$ cat config.mk
export PLATFORM = sky130hd
export DESIGN_NAME = counter_ctrl
export DESIGN_NICKNAME = d
export VERILOG_FILES = /design/src/rtl/counter_ctrl.sv
export SDC_FILE = /design/constraint.sdc
export NUM_CORES = 1
export LEC_CHECK = 0
export CAP_MARGIN = 20
export CORE_UTILIZATION = 45
export CTS_CLUSTER_DIAMETER = 80
export DETAILED_ROUTE_END_ITERATION = 7
export PLACE_DENSITY = 0.69
export SYNTH_ARGS = -nofsm -noshare
export SYNTH_HDL_FRONTEND = slang
export SYNTH_SLANG_ARGS = --single-unit
$ cat constraint.sdc
create_clock -name i_clk -period 2.2 [get_ports i_clk]
set_input_delay 0.33 -clock i_clk [delete_from_list [all_inputs] [get_ports i_clk]]
set_output_delay 0.33 -clock i_clk [all_outputs]
set_load 0.05 [all_outputs]
$ cat src/rtl/counter_ctrl.sv
// Run/hold/done counter controller: counts up or down to a latched limit, then
// either stops (one-shot, pulses o_done) or reloads (auto-reload, pulses o_wrap).
module counter_ctrl #(
  parameter int unsigned WIDTH = 4
) (
  input  logic             i_clk,
  input  logic             i_reset,
  input  logic             i_start,
  input  logic             i_stop,
  input  logic             i_pause,
  input  logic             i_tick,
  input  logic             i_up_dn,
  input  logic             i_auto_reload,
  input  logic [WIDTH-1:0] i_limit,
  output logic [WIDTH-1:0] o_count,
  output logic             o_busy,
  output logic             o_done,
  output logic             o_wrap,
  output logic [1:0]       o_state
);

  typedef enum logic [1:0] {
    StIdle = 2'b00,
    StRun  = 2'b01,
    StHold = 2'b10,
    StDone = 2'b11
  } state_e;

  state_e           r_state;
  logic [WIDTH-1:0] r_count;
  logic [WIDTH-1:0] r_limit;
  logic             r_up;
  logic             r_auto;
  logic             r_busy;
  logic             r_done;
  logic             r_wrap;

  logic [WIDTH-1:0] w_start_val;
  logic [WIDTH-1:0] w_terminal;
  logic             w_at_term;
  logic             w_can_start;

  assign w_start_val = r_up ? '0 : r_limit;
  assign w_terminal  = r_up ? r_limit : '0;
  assign w_at_term   = (r_count == w_terminal);
  // start is only honoured when no run is in progress
  assign w_can_start = (r_state == StIdle) || (r_state == StDone);

  always_ff @(posedge i_clk or posedge i_reset) begin
    if (i_reset) begin
      r_state <= StIdle;
      r_count <= '0;
      r_limit <= '0;
      r_up    <= 1'b0;
      r_auto  <= 1'b0;
      r_busy  <= 1'b0;
      r_done  <= 1'b0;
      r_wrap  <= 1'b0;
    end else begin
      r_done <= 1'b0;
      r_wrap <= 1'b0;
      if (i_stop) begin
        r_state <= StIdle;
        r_count <= '0;
        r_busy  <= 1'b0;
      end else if (i_start && w_can_start) begin
        r_limit <= i_limit;
        r_up    <= i_up_dn;
        r_auto  <= i_auto_reload;
        r_count <= i_up_dn ? '0 : i_limit;
        r_state <= StRun;
        r_busy  <= 1'b1;
      end else begin
        case (r_state)
          StRun: begin
            if (i_pause) begin
              r_state <= StHold;
            end else if (i_tick) begin
              if (!w_at_term) begin
                r_count <= r_up ? r_count + WIDTH'(1) : r_count - WIDTH'(1);
              end else if (r_auto) begin
                r_count <= w_start_val;
                r_wrap  <= 1'b1;
              end else begin
                r_state <= StDone;
                r_busy  <= 1'b0;
                r_done  <= 1'b1;
              end
            end
          end
          StHold: begin
            if (!i_pause) r_state <= StRun;
          end
          default: ;
        endcase
      end
    end
  end

  assign o_count = r_count;
  assign o_busy  = r_busy;
  assign o_done  = r_done;
  assign o_wrap  = r_wrap;
  assign o_state = r_state;

endmodule

==> results.yml <==
status:
  status: "finished, final reports clean"
logic_synthesis:
  yosys.area.top_type: "dfrtp_1"
  synth_cells: 108
  synth_top_area_share_pct: 34.01
  async_reset_ff_share_pct: 100.0
  synth_most_common_cell: "dfrtp_1"
  syn-cell-area_mm2: 0.001104
  synth_seq_cells: 15
  yosysUniqueCellTypes: 43
  synth_edf_count: 0
  netlist_top_cells_count: "15 x dfrtp_1, 12 x a21oi_1, 9 x inv_1"
  seq_area_frac_synth_pct: 34.01
  ys.flop_type: "dfrtp_1"
  synth_warnings: 0
  synth_area_leaders: "dfrtp_1 34%, mux2_2 6.1%, ha_1 5.7%, a21oi_1 5.4%, mux2_1 5.1%"
  syn_nets: 126
  avgSynthCellArea_um2: 10.22
critical_path:
  worst_path_dominant_cell_family: "buffers and inverters"
  cp.buffers_inverters: 1
  crit_fanout: 8
  path_class: "reg -> out"
  cp.depth: 1
  path_cells: "clkdlybuf4s50_1"
  worstPathRequired_ps: 1870
  crit_arrival_ps: 1650
  cp_slowest_cell: "clkdlybuf4s50_1"
  rr_worst_depth: 5
  cp-end-kind: "output pin"
  critPathMaxStageDelay_ps: 860
  cp-start-kind: "flop"
floorplanning:
  dieArea_mm2: 0.002654
  io_pins: 21
  die_h_um: 51.52
  fp.dieW_um: 51.52
  core_area_mm2: 0.002255
  initial_core_util_pct: 48.95
  rows: 17
run:
  cap_violations: 0
power:
  sequentialPowerShare_pct: 27.2
  power_density_mw_per_mm2: 1447
  switchingPower_mw: 0.9675
  max-vdd-ir-drop_v: 0.0009540
  internal_power_mw: 1.029
  clock_power_share_pct: 8.1
  p_comb_share_pct: 64.7
  switching_share_pct: 48.46
  leakagePower_nw: 0.5782
cts:
  clkSinkCount: 15
  post_cts_buffers: 0
  cts_buffers: 3
  cts.hold.buffers_added: 0
  cts_max_level: 1
  tritoncts: "done"
  clk_pin_slew_ps: 90
  clock_path_buffers: 2
  root_buffer: "clkbuf_4"
  insertion_delay_ps: 280
  cts_resized: 0
routing:
  ant_nets: 0
  vias: 943
  drtIter0Drc: 32
  routed_via_density: 5.857
  post_drt_wl_per_cell_um: 15.49
  wirelength_um: 2494
  drtPass1Iterations: 5
  drc: 0
placed_design:
  hpwl_um: 1895
  placed_area_mm2: 0.001354
  gp_congestion: 0.8621
  port_buffers: 20
hold_path:
  hold_class: "in -> async"
cells_and_area:
  antenna_cells: 0
  area_growth_pct: 25.06
  fillers: 211
  drive_gt1_share_pct: 17.29
  design_area_mm2: 0.001380
  final_nets: 152
grt:
  grt_max_degree: 16
  grt_use_total_pct: 21.30
  grt_pass1_vias: 869
  overflow: 0
  grt_pass1_wl_um: 4084
  antenna_found_initial: 0
timing:
  fmax_ghz: 0.5041
  finalClockSkew_ps: 2.057
  max_slew.worst_pin.slew_ps: 593.4
  fin_crit_ps: 1984
  rsz0062_at_grt: "no"
  finalHoldViolCount: 0
  slew_headroom_pct: 60.40
  post-route-period-util_pct: 90.17
  final.setup.tns_ps: 0
  slew_violations: 0
  setup_viol: 0
cell families after synthesis:
| kind of cell | count (synthesis) | share of synthesized area, % |
|---|---|---|
| xor gates and xnor gates | 5 | 3.969 |
| buffers and inverters | 12 | 4.422 |
| adders and majority gates | 6 | 7.483 |
| and+or+nand+nor | 23 | 13.38 |
| DFF | 15 | 34.01 |
| AOI/OAI and AO/OA | 36 | 25.51 |
| muxes | 11 | 11.22 |
worst reg2reg max path: stages, from the launching register on:
cell	delay, ps
dfrtp_1	480
nand4b_1	230
o22ai_2	290
o221ai_1	210
a21oi_2	200
mux2_1	340
sequential cells by signal, summed over array words and instances, names as in the netlist:
signal	flops
o_wrap	1
r_up	1
r_limit	4
o_busy	1
o_done	1
o_state	2
r_auto	1
o_count	4
cell usage in the layout, fill, tap and decap left out, types with 3 or more instances in the layout:
cell type / n
a21oi_1: 12
a2bb2oi_1: 3
buf_4: 4
clkbuf_4: 3
clkdlybuf4s50_1: 20
dfrtp_1: 15
ha_1: 5
inv_1: 9
mux2_1: 5
mux2_2: 6
nand2_1: 5
o31ai_1: 3
xor2_1: 3
metrics by stage:
stage	hold slack (ps)	worst slack (ps)	util, %	instances	power [mW]
6_report	400.5	216.3	61.21	161	1.997
5_1_grt	493.8	149.5	61.21	161	2.158
4_1_cts	415.5	208.7	61.21	161	2.003
3_5_place_dp	529.1	307.3	60.04	157	1.838
3_3_place_gp	522.9	313.6	60.04	157	1.824
2_1_floorplan	231.5	136.9	-	108	1.503
routing by layer:
layer	global-route usage (%)	routed length [um]
met4	6.757	23
met1	32.16	1170
met2	31.39	1118
met3	2.632	182
met5	0	0
path summary, 6_finish.rpt:
kind	startpoint	slack [ps]	endpoint
max reg2reg	o_count[0]	350	o_state[0]
max	o_count[1]	220	o_count[1]
min reg2reg	r_auto	540	r_auto
min	i_reset	400	r_auto
min in group i_clk	r_auto	540	r_auto
max in group asynchronous	i_reset	1420	r_up
power groups by stage:
stage	Clock [mW]	Combinational (mW)	Sequential [mW]
floorplan	0	0.808	0.695
global placement	0	1.28	0.544
detailed placement	0	1.29	0.549
CTS	0.166	1.30	0.542
global route	0.178	1.41	0.566
finish	0.162	1.29	0.543
layout make-up:
class / count / area (um2) / share of cell area, %
sequential: 15 / 375.4 / 27.20
tap: 28 / 35.03 / 2.539
multi-input combinational: 81 / 679.4 / 49.23
clock buffer: 4 / 26.28 / 1.904
inverter: 9 / 33.78 / 2.448
timing repair buffer: 24 / 230.2 / 16.68
No activity file was read; power rests on OpenSTA's default activity.
==> RTL change, RTL diff (config.mk and constraints unchanged) <==
Put one more register stage on the output `o_count`. The value now appears one clock later. The other outputs are not delayed to match.
--- a/src/rtl/counter_ctrl.sv
+++ b/src/rtl/counter_ctrl.sv
@@ -99,3 +99,5 @@
 
-  assign o_count = r_count;
+  always_ff @(posedge i_clk) begin
+    o_count <= r_count;
+  end
   assign o_busy  = r_busy;
Function: changed (Yosys sat finds a counterexample within 4 cycles, from zero or initial values and one cycle with i_reset high).
==> RTL change against the original RTL <==
- wire length is 7.1% higher
- combinational power shrank 10%
- die area is 9.1% higher
- sequential cell count is 4 higher
- design area increased by 6.6%
- critical path depth rose by 6
- clock skew up 0.011 ns
- non-clock buffer count shrank 2
- worst setup slack lost 0.031 ns
- synthesized area up 9.5%
- synthesized cell count rose by 3.7%
- power grew 0.22%
- largest power group unchanged
==> RTL change: results (changes against the original RTL) <==
| Metric | Value |
|---|---|
| Antenna Cells | `0 (unchanged)` |
| Global Route met1 Usage | `28.7% (-3.4 points)` |
| Clock Skews | `0.0133 ns (+0.0113 ns)` |
| Initial antenna violation count | `0 (unchanged)` |
| Mux cell area share after synthesis | `11.4% (+0.16 points)` |
| Pin count of the biggest net entering global routing | `16 (unchanged)` |
| Synth top cells by count | `15 x dfrtp_1, 11 x inv_1, 6 x mux2_2, 6 x nand2_1` |
| R2R depth | `7 (+2)` |
| Sequential area share after synthesis | `37.7% (+3.7 points)` |
| Maximum VDD drop | `0.735 mV (-23%)` |
| Clk_lat worst skew | `0.30 ns (+0.02 ns)` |
| Area share of buffers outside the clock network | `14.6% (-2.1 points)` |
| CTS Sinks | `19 (+4)` |
| Worst-Margin Slew | `0.604 ns (+0.0104 ns)` |
| Sequential cell area | `457 sq um (+22%)` |
| Fill cell count | `241 (+14%)` |
| Post-Synth XOR/XNOR Area | `2.17% (-1.8 points)` |
| Status | `completed` |
| Global-route wire length before repair | `4410 microns (+8.0%)` |
| Met2 usage | `36.8% (+5.4 points)` |
| Critical path peak fanout | `9 (+1)` |
| Nonclk buf count | `22 (-8.3%)` |
| Area taken by multi-input logic gates | `689 sq um (+1.5%)` |
| Arr. time, crit path | `2.22 ns (+0.57 ns)` |
| Pre-CTS setup slack | `0.175 ns (-0.132 ns)` |
| Clock buffer cells | `3 (-1)` |
| Adder-cell share of the synthesized area | `6.83% (-0.65 points)` |
| Wirelength per Cell | `16.3 microns (+5.1%)` |
| Sw Pwr | `951 uW (-1.7%)` |
| Comb pwr | `1160 uW (-10%)` |
| Library cells used by synthesis | `47 (+9.3%)` |
| Metal3 WL | `64 microns (-65%)` |
| Vias in the first global route | `909 (+4.6%)` |
| Final nets | `153 (+0.66%)` |
| Worst Hold Class | `primary input to asynchronous set/reset pin` |
| Tap Cells | `30 (+7.1%)` |
| WL met2 | `1330 microns (+19%)` |
| Via count of the routed design | `954 (+1.2%)` |
| RD Place Congestion | `0.874 (+1.3%)` |
| Met3 Use GR | `2.54% (-0.089 points)` |
| Detailed Route Iter0 Violations | `19 (-41%)` |
| Pre-antenna DRT Iters | `4 (-1)` |
| Clock Root Buffer | `clkbuf_4` |
| Compound-Gate Fraction of Synth Area | `22.7% (-2.8 points)` |
| Post-synth ARST share | `78.9% (-21 points)` |
| Mapped Cells | `112 (+3.7%)` |
| DRT met1 WL | `1250 microns (+6.5%)` |
| Dpl cells | `160 (+1.9%)` |
| Signal inverters | `12 (+3)` |
| Layout cells sized above 1 | `20.9% (+3.6 points)` |
| Gr usage total | `21.6% (+0.31 points)` |
| Net Sw Frac | `47.5% (-0.92 points)` |
| Placed Instance Area | `0.00144 sq mm (+6.6%)` |
| Fraction of area in multi-input gates | `46.9% (-2.4 points)` |
| Top cells by area, synth | `dfrtp_1 31%, dfxtp_1 6.6%, mux2_2 5.6%` |
| Clock-pin slew on the worst setup and hold paths | `0.12 ns (+0.03 ns)` |
| Leak | `0.000613 uW (+6.1%)` |
| Comb_multi_in | `77 (-4.9%)` |
[RTL change: cell count changes in the layout (fill, tap and decap cells not counted), sizes merged, moves of 2 or more]
cell,unedited run,this run
a21oi,14,2
dfxtp,0,4
mux2i,0,4
a221o,0,3
a221oi,0,3
a2bb2oi,3,0
inv,9,12
mux2,11,8
nand3,2,5
buf,4,2
nand4b,2,0
nand4bb,0,2
xnor2,2,0
[RTL change: path summary, 6_finish.rpt]
check / from / end / slack, ns
max: r_up / r_count[3] / 0.19
min: i_reset / r_limit[0] / 0.37
max reg2reg: r_up / r_count[3] / 0.19
min reg2reg: r_count[2] / o_count[2] / 0.49
max in group asynchronous: i_reset / r_up / 1.40
min in group i_clk: r_count[2] / o_count[2] / 0.49
[RTL change: critical path: stages (launching register included)]
cell,delay [ns]
dfrtp_2,0.49
inv_2,0.18
ha_1,0.30
and3_1,0.20
o21a_1,0.20
o31ai_1,0.23
mux2i_1,0.10
a211oi_1,0.22
